[config.mk]
export PLATFORM = sky130hd
export DESIGN_NAME = sat_counter
export DESIGN_NICKNAME = d
export VERILOG_FILES = /design/src/rtl/sat_counter.sv
export SDC_FILE = /design/constraint.sdc
export NUM_CORES = 1
export LEC_CHECK = 0
export CORE_AREA = 2 2 39 41
export CTS_CLUSTER_SIZE = 12
export DETAILED_ROUTE_END_ITERATION = 12
export DIE_AREA = 0 0 41 43
export SKIP_CTS_REPAIR_TIMING = 1
export SYNTH_ARGS = -nofsm -noshare
export SYNTH_HDL_FRONTEND = slang
export SYNTH_SLANG_ARGS = --single-unit
[constraint.sdc]
create_clock -name clk -period 1.4 [get_ports clk]
set_clock_uncertainty 0.1 [all_clocks]
set_input_delay 0.21 -clock clk [delete_from_list [all_inputs] [get_ports clk]]
set_output_delay 0.21 -clock clk [all_outputs]
set_load 0.005 [all_outputs]
[src/rtl/sat_counter.sv]
// Saturating up-counter used for the mismatch count.
// Ports:
//   clk    in   rising-edge clock
//   rst_n  in   asynchronous active-low reset, count -> 0
//   clr    in   synchronous clear (wins over inc)
//   inc    in   increment request; ignored once the count is all ones
//   count  out  W-bit registered count
module sat_counter #(
    parameter int W = 4
) (
    input  logic         clk,
    input  logic         rst_n,
    input  logic         clr,
    input  logic         inc,
    output logic [W-1:0] count
);

    localparam logic [W-1:0] CNT_MAX  = {W{1'b1}};
    localparam logic [W-1:0] CNT_ZERO = {W{1'b0}};
    localparam logic [W-1:0] CNT_ONE  = W'(1);

    // Count register: clear has priority, increment stops at all ones
    always_ff @(posedge clk or negedge rst_n) begin
        if (!rst_n) begin
            count <= CNT_ZERO;
        end else if (clr) begin
            count <= CNT_ZERO;
        end else if (inc && (count != CNT_MAX)) begin
            count <= count + CNT_ONE;
        end else begin
            count <= count;
        end
    end

endmodule

==> results of run 1 <==
==> area by class of cell <==
| type | instances | area, µm² |
|---|---|---|
| timing repair buffer | 13 | 133 |
| fill | 150 | 967 |
| multi-input combinational | 16 | 141 |
| tap | 16 | 20.0 |
| clock buffer | 3 | 22.5 |
| sequential | 4 | 100 |
==> path summary, 6_finish.rpt <==
path,endpoint,cells past startpoint
setup / recovery,count[0]$_DFFE_PN0P_,5
hold / removal,count[1]$_DFFE_PN0P_,1
setup reg to reg,count[0]$_DFFE_PN0P_,5
hold reg to reg,count[3]$_DFFE_PN0P_,3
max in group asynchronous,count[3]$_DFFE_PN0P_,1
min in group clk,count[3]$_DFFE_PN0P_,2
==> per-stage QoR <==
stage	std cells	hold slack [ns]	power, W
final	52	0.0712	0.000344
after global routing	52	0.0710	0.000372
after CTS	49	0.0731	0.000341
after detailed placement	46	0.332	0.000185
after global placement	46	0.332	0.000185
after floorplan	20	-0.186	0.000148
==> layer usage <==
layer / GRT usage / share of wire
met2: 0.100 / 0.41
met3: 0.0785 / 0.10
met5: 0 / 0
met1: 0.0971 / 0.41
met4: 0.120 / 0.071
==> logic make-up after synthesis <==
logic type / Yosys count
adder cells (fa/ha/maj): 1
multiplexers: 2
AO/OA/AOI/OAI: 3
AND/OR/NAND/NOR: 10
flip-flops: 4
==> power breakdown <==
group          total [W]  switching, W  internal, W
combinational  0.0000667     0.0000234    0.0000434
sequential      0.000127    0.00000471     0.000122
clock           0.000150     0.0000539    0.0000963
total           0.000344     0.0000820     0.000262
==> layout by cell type, fill, tap and decap left out, drive strengths merged <==
| master | n |
|---|---|
| nor2b | 2 |
| nor2 | 1 |
| mux2i | 1 |
| nand2b | 2 |
| clkbuf | 3 |
| dlymetal6s2s | 4 |
| and4b | 1 |
| dfrtp | 4 |
| a21oi | 2 |
| nor3 | 1 |
| or2 | 1 |
| ha | 1 |
| mux2 | 1 |
| clkdlybuf4s50 | 3 |
| buf | 6 |
| nand4 | 1 |
| and3 | 1 |
| o21ai | 1 |
==> results_dict.tcl, run 1 <==
set metrics [dict create \
    outcome "complete, but fails checks" \
    violations "setup timing" \
    synth_warnings 0 \
    drt_iter0_drc 1 \
    yosys.area.top_type "dfrtp_1" \
    largest_register_ffs 4 \
    grt_pass1_wl_um 945 \
    ant_nets 0 \
    synth_edf_count 0 \
    path_clk_slew_ns 0.04 \
    setup_ws_ns -0.0591 \
    die_h_um 43 \
    synth.most_common_cell "dfrtp_1" \
    crit_chain "buf_6, ha_4, and3_4, nor2b_4, mux2_4" \
    slowest_stage "dfrtp_1" \
    synth_compound_area_frac 0.0656 \
    synthCells 20 \
    fmax_mhz 685 \
    period_needed_ns 1.46 \
    wl_per_cell_um 10.0 \
    critPathMaxStageDelay_ns 0.38 \
    core_area_mm2 0.00138 \
    synth_common_cells "dfrtp_1 (4), a21oi_1 (2), nand2b_1 (2)" \
    drt-vias-per-instance 4.19 \
    r2r_start "count[0]$_DFFE_PN0P_" \
    synth_top_area_frac 0.437 \
    r2r_slack_ns -0.06 \
    layout.nets 43 \
    seq_area_frac_synth 0.437 \
    ys_types 15 \
    crit_family "flip-flops" \
    vdd.ir_drop.worst_uv 398 \
    cts_tree "built" \
    grt_pass1_vias 223 \
    top_regs "count (4)" \
    cp_max_fo 3 \
    clockRootBuffer "clkbuf_4" \
    critPathLaunchType "flip-flop" \
    start_util 0.165 \
    synth_area_per_cell_um2 11.4 \
    powerDensity_mw_per_mm2 825 \
    hpwl_um 371 \
    finalSetupTns_ns -0.0591 \
    hold_violations 0 \
    synthMuxAreaShare 0.109 \
    async_flop_share 1.00 \
    finalInstanceArea_um2 417 \
    synth_fa_ha_area_frac 0.0546 \
    synth_top_family_by_area "simple AND/OR/NAND/NOR gates" \
    syn_to_final_growth_pct 82.0 \
    cts_buffers 3 \
    place_ws_ns -0.0301 \
    diodes 0 \
    placed_cell_area_um2 344 \
    netlist_area_um2 229 \
    clock_latency_ns 0.24 \
    gp_congestion 0.714 \
    synth_xor_area_frac 0 \
    startpoint "count[0]$_DFFE_PN0P_" \
    yosys_most_used_dff "dfrtp_1" \
    grt_max_degree 7 \
    slew_viol_final 0 \
    synth.area.top_cells "dfrtp_1 (44%), mux2_4 (6.6%), nor2b_4 (6.0%)" \
    antenna_found_initial 0 \
    largest_register "count" \
    maxCapViolations 0 \
    slew_headroom 0.868 \
    hold_class "input port to async pin" \
    ios 8 \
    final_util 0.301 \
    crit_type "flip-flop to flip-flop" \
    rsz0062_at_grt "yes" \
    grtUsageTotal 0.0956 \
    arrival_ns 1.48 \
    die_x_um 41 \
    gr-total-overflow 0 \
    io_buffers 7 \
    synth_nets 25 \
    worstPathRequired_ns 1.42 \
    dieArea_mm2 0.00176 \
    worstSetupEndpointType "flip-flop" \
    worst_slew_pin_slew_ns 0.198 \
    drc_errors 0 \
    wl_um 521 \
    leakagePower_nw 0.248 \
    clockBufferDepth 2 \
    drive_above_1_share 0.389 \
    yosys.area_share.simple 0.333 \
    htree_levels 1 \
    drtPass1Iterations 2 \
    setup_viol 1 \
    yosys_register_bits 4 \
    num_rows 14 \
    cp_num_buf_inv 1 \
    period_share 1.04 \
    vias 218 \
    cts_num_sinks 4 \
]
Power figures use the tool's default switching activity.
==> inputs of run 2 (changes only) <==
Settings changed: MAX_ROUTING_LAYER set to met4.
==> results of run 2 <==
The final DEF is identical to that of run 1; final timing and power are the same.
Among the figures that moved: final weighted congestion in routability-driven placement 0.714 -> 0.722; overall routing resource usage 0.0956 -> 0.0979
==> inputs of run 3 (changes only) <==
Settings changed: SETUP_SLACK_MARGIN set to 0.3.
==> run 3 against run 2 <==
The flow now finishes without violations. Routed wire length down 7.5%. Non-clock buffer count up 2. Largest power group unchanged. Total power down 4.3%. Largest cell class unchanged. Sequential cell count unchanged. Highest routed layer is now met3.
==> results_dict.tcl, run 3 (synthesis gave the netlist of run 1 again) <==
set metrics [dict create \
    grtUsageMet1 0.0804 \
    worst_slew_pin_slew_ns 0.200 \
    drc_errors 0 \
    path_clk_slew_ns 0.04 \
    worstPathRequired_ns 1.41 \
    maxCapViolations 0 \
    num_rows 14 \
    ios 8 \
    wl_per_cell_um 8.93 \
    grt_pass1_wl_um 710 \
    slowest_stage "dfrtp_1" \
    cts_tree "built" \
    met3_usage 0.0314 \
    critPathLaunchType "flip-flop" \
    gp_congestion 0.761 \
    fmax_mhz 734 \
    hold_violations 0 \
    cts_buffers 3 \
    die_x_um 41 \
    clockRootBuffer "clkbuf_4" \
    worstSetupEndpointType "flip-flop" \
    clockBufferDepth 2 \
    antenna_found_initial 0 \
    setup_ws_ns 0.0374 \
    final_cells 54 \
    slew_headroom 0.866 \
    setup_viol 0 \
    layout.nets 45 \
    htree_levels 1 \
    ant_nets 0 \
    place_ws_ns -0.0416 \
    drtPass1Iterations 4 \
    drt_iter0_drc 2 \
    drt-vias-per-instance 4.13 \
    layout_commonest_cell "buf_4" \
    use_met2 0.0781 \
    period_share 0.973 \
    leakagePower_nw 0.219 \
    crit_chain "ha_2, and3_4, nor2b_4, mux2_4" \
    top_regs "count (4)" \
    start_util 0.165 \
    dieArea_mm2 0.00176 \
    grt_max_degree 6 \
    clock_latency_ns 0.23 \
    crit_type "flip-flop to flip-flop" \
    critPathMaxStageDelay_ns 0.37 \
    grtUsageTotal 0.0669 \
    period_needed_ns 1.36 \
    drive_above_1_share 0.553 \
    die_h_um 43 \
    largest_register "count" \
    largest_register_ffs 4 \
    power_w 0.000329 \
    final_util 0.298 \
    cp_max_fo 2 \
    slew_viol_final 0 \
    core_area_mm2 0.00138 \
    grt_pass1_vias 186 \
    multiInputGateArea_um2 140 \
    gr-total-overflow 0 \
    io_buffers 7 \
    dp_cells 47 \
    cts_num_sinks 4 \
    nFillCells 155 \
    diodes 0 \
    vias 223 \
    syn_to_final_growth_pct 80.3 \
    grt-busiest-layer "met1" \
    vdd.ir_drop.worst_uv 229 \
    crit_family "flip-flops" \
    cp_num_buf_inv 0 \
    hold_class "input port to async pin" \
    regArea_um2 100 \
    wl_um 482 \
    powerDensity_mw_per_mm2 796 \
    final_cell_mix "buf_4 (7), dfrtp_1 (4), clkbuf_4 (3)" \
    arrival_ns 1.38 \
    outcome "complete, no violations" \
    rsz0062_at_grt "yes" \
]
[run 3: changes by cell type in the layout (fill, tap and decap cells not counted), sizes merged]
cell and delta:
dlymetal6s2s -2, clkdlybuf4s50 -1, clkbuf +2, buf +3
[run 3: worst paths after layout]
kind	cells after the start	endpoint	slack (ns)	start
max in group asynchronous	1	count[2]$_DFFE_PN0P_	0.94	rst_n
max	4	count[0]$_DFFE_PN0P_	0.04	count[0]$_DFFE_PN0P_
max reg2reg	4	count[0]$_DFFE_PN0P_	0.04	count[0]$_DFFE_PN0P_
min reg2reg	3	count[2]$_DFFE_PN0P_	0.55	count[2]$_DFFE_PN0P_
min in group clk	3	count[2]$_DFFE_PN0P_	0.27	inc
min	1	count[1]$_DFFE_PN0P_	0.09	rst_n
[run 3: area by class of cell]
cell class | count | area share
well taps | 16 | 0.0485
repair buffers | 15 | 0.315
flip-flops and latches | 4 | 0.242
clock buffers | 3 | 0.0545
multi-input cells | 16 | 0.339
[run 3: layer usage]
metal,wire length (µm),vias up
met4,0,0
met1,212,106
met2,224,6
met5,0,-
li1,-,111
met3,46,0
[run 3: report_power, final]
part / total (W) / internal (W) / switching [W]
Sequential: 0.000126 / 0.000122 / 0.00000367
Combinational: 0.0000628 / 0.0000411 / 0.0000217
Clock: 0.000140 / 0.0000957 / 0.0000447
Total: 0.000329 / 0.000259 / 0.0000700
[run 3: metrics by stage]
| step | hold WS (ns) | cell area (µm²) | setup TNS, ns |
|---|---|---|---|
| floorplan | -0.186 | 231 | 0 |
| global placement | 0.336 | 352 | -0.0339 |
| detailed placement | 0.340 | 352 | -0.0416 |
| CTS | 0.0877 | 374 | -0.353 |
| global route | 0.0928 | 413 | -0.00976 |
| finish | 0.0887 | 413 | 0 |
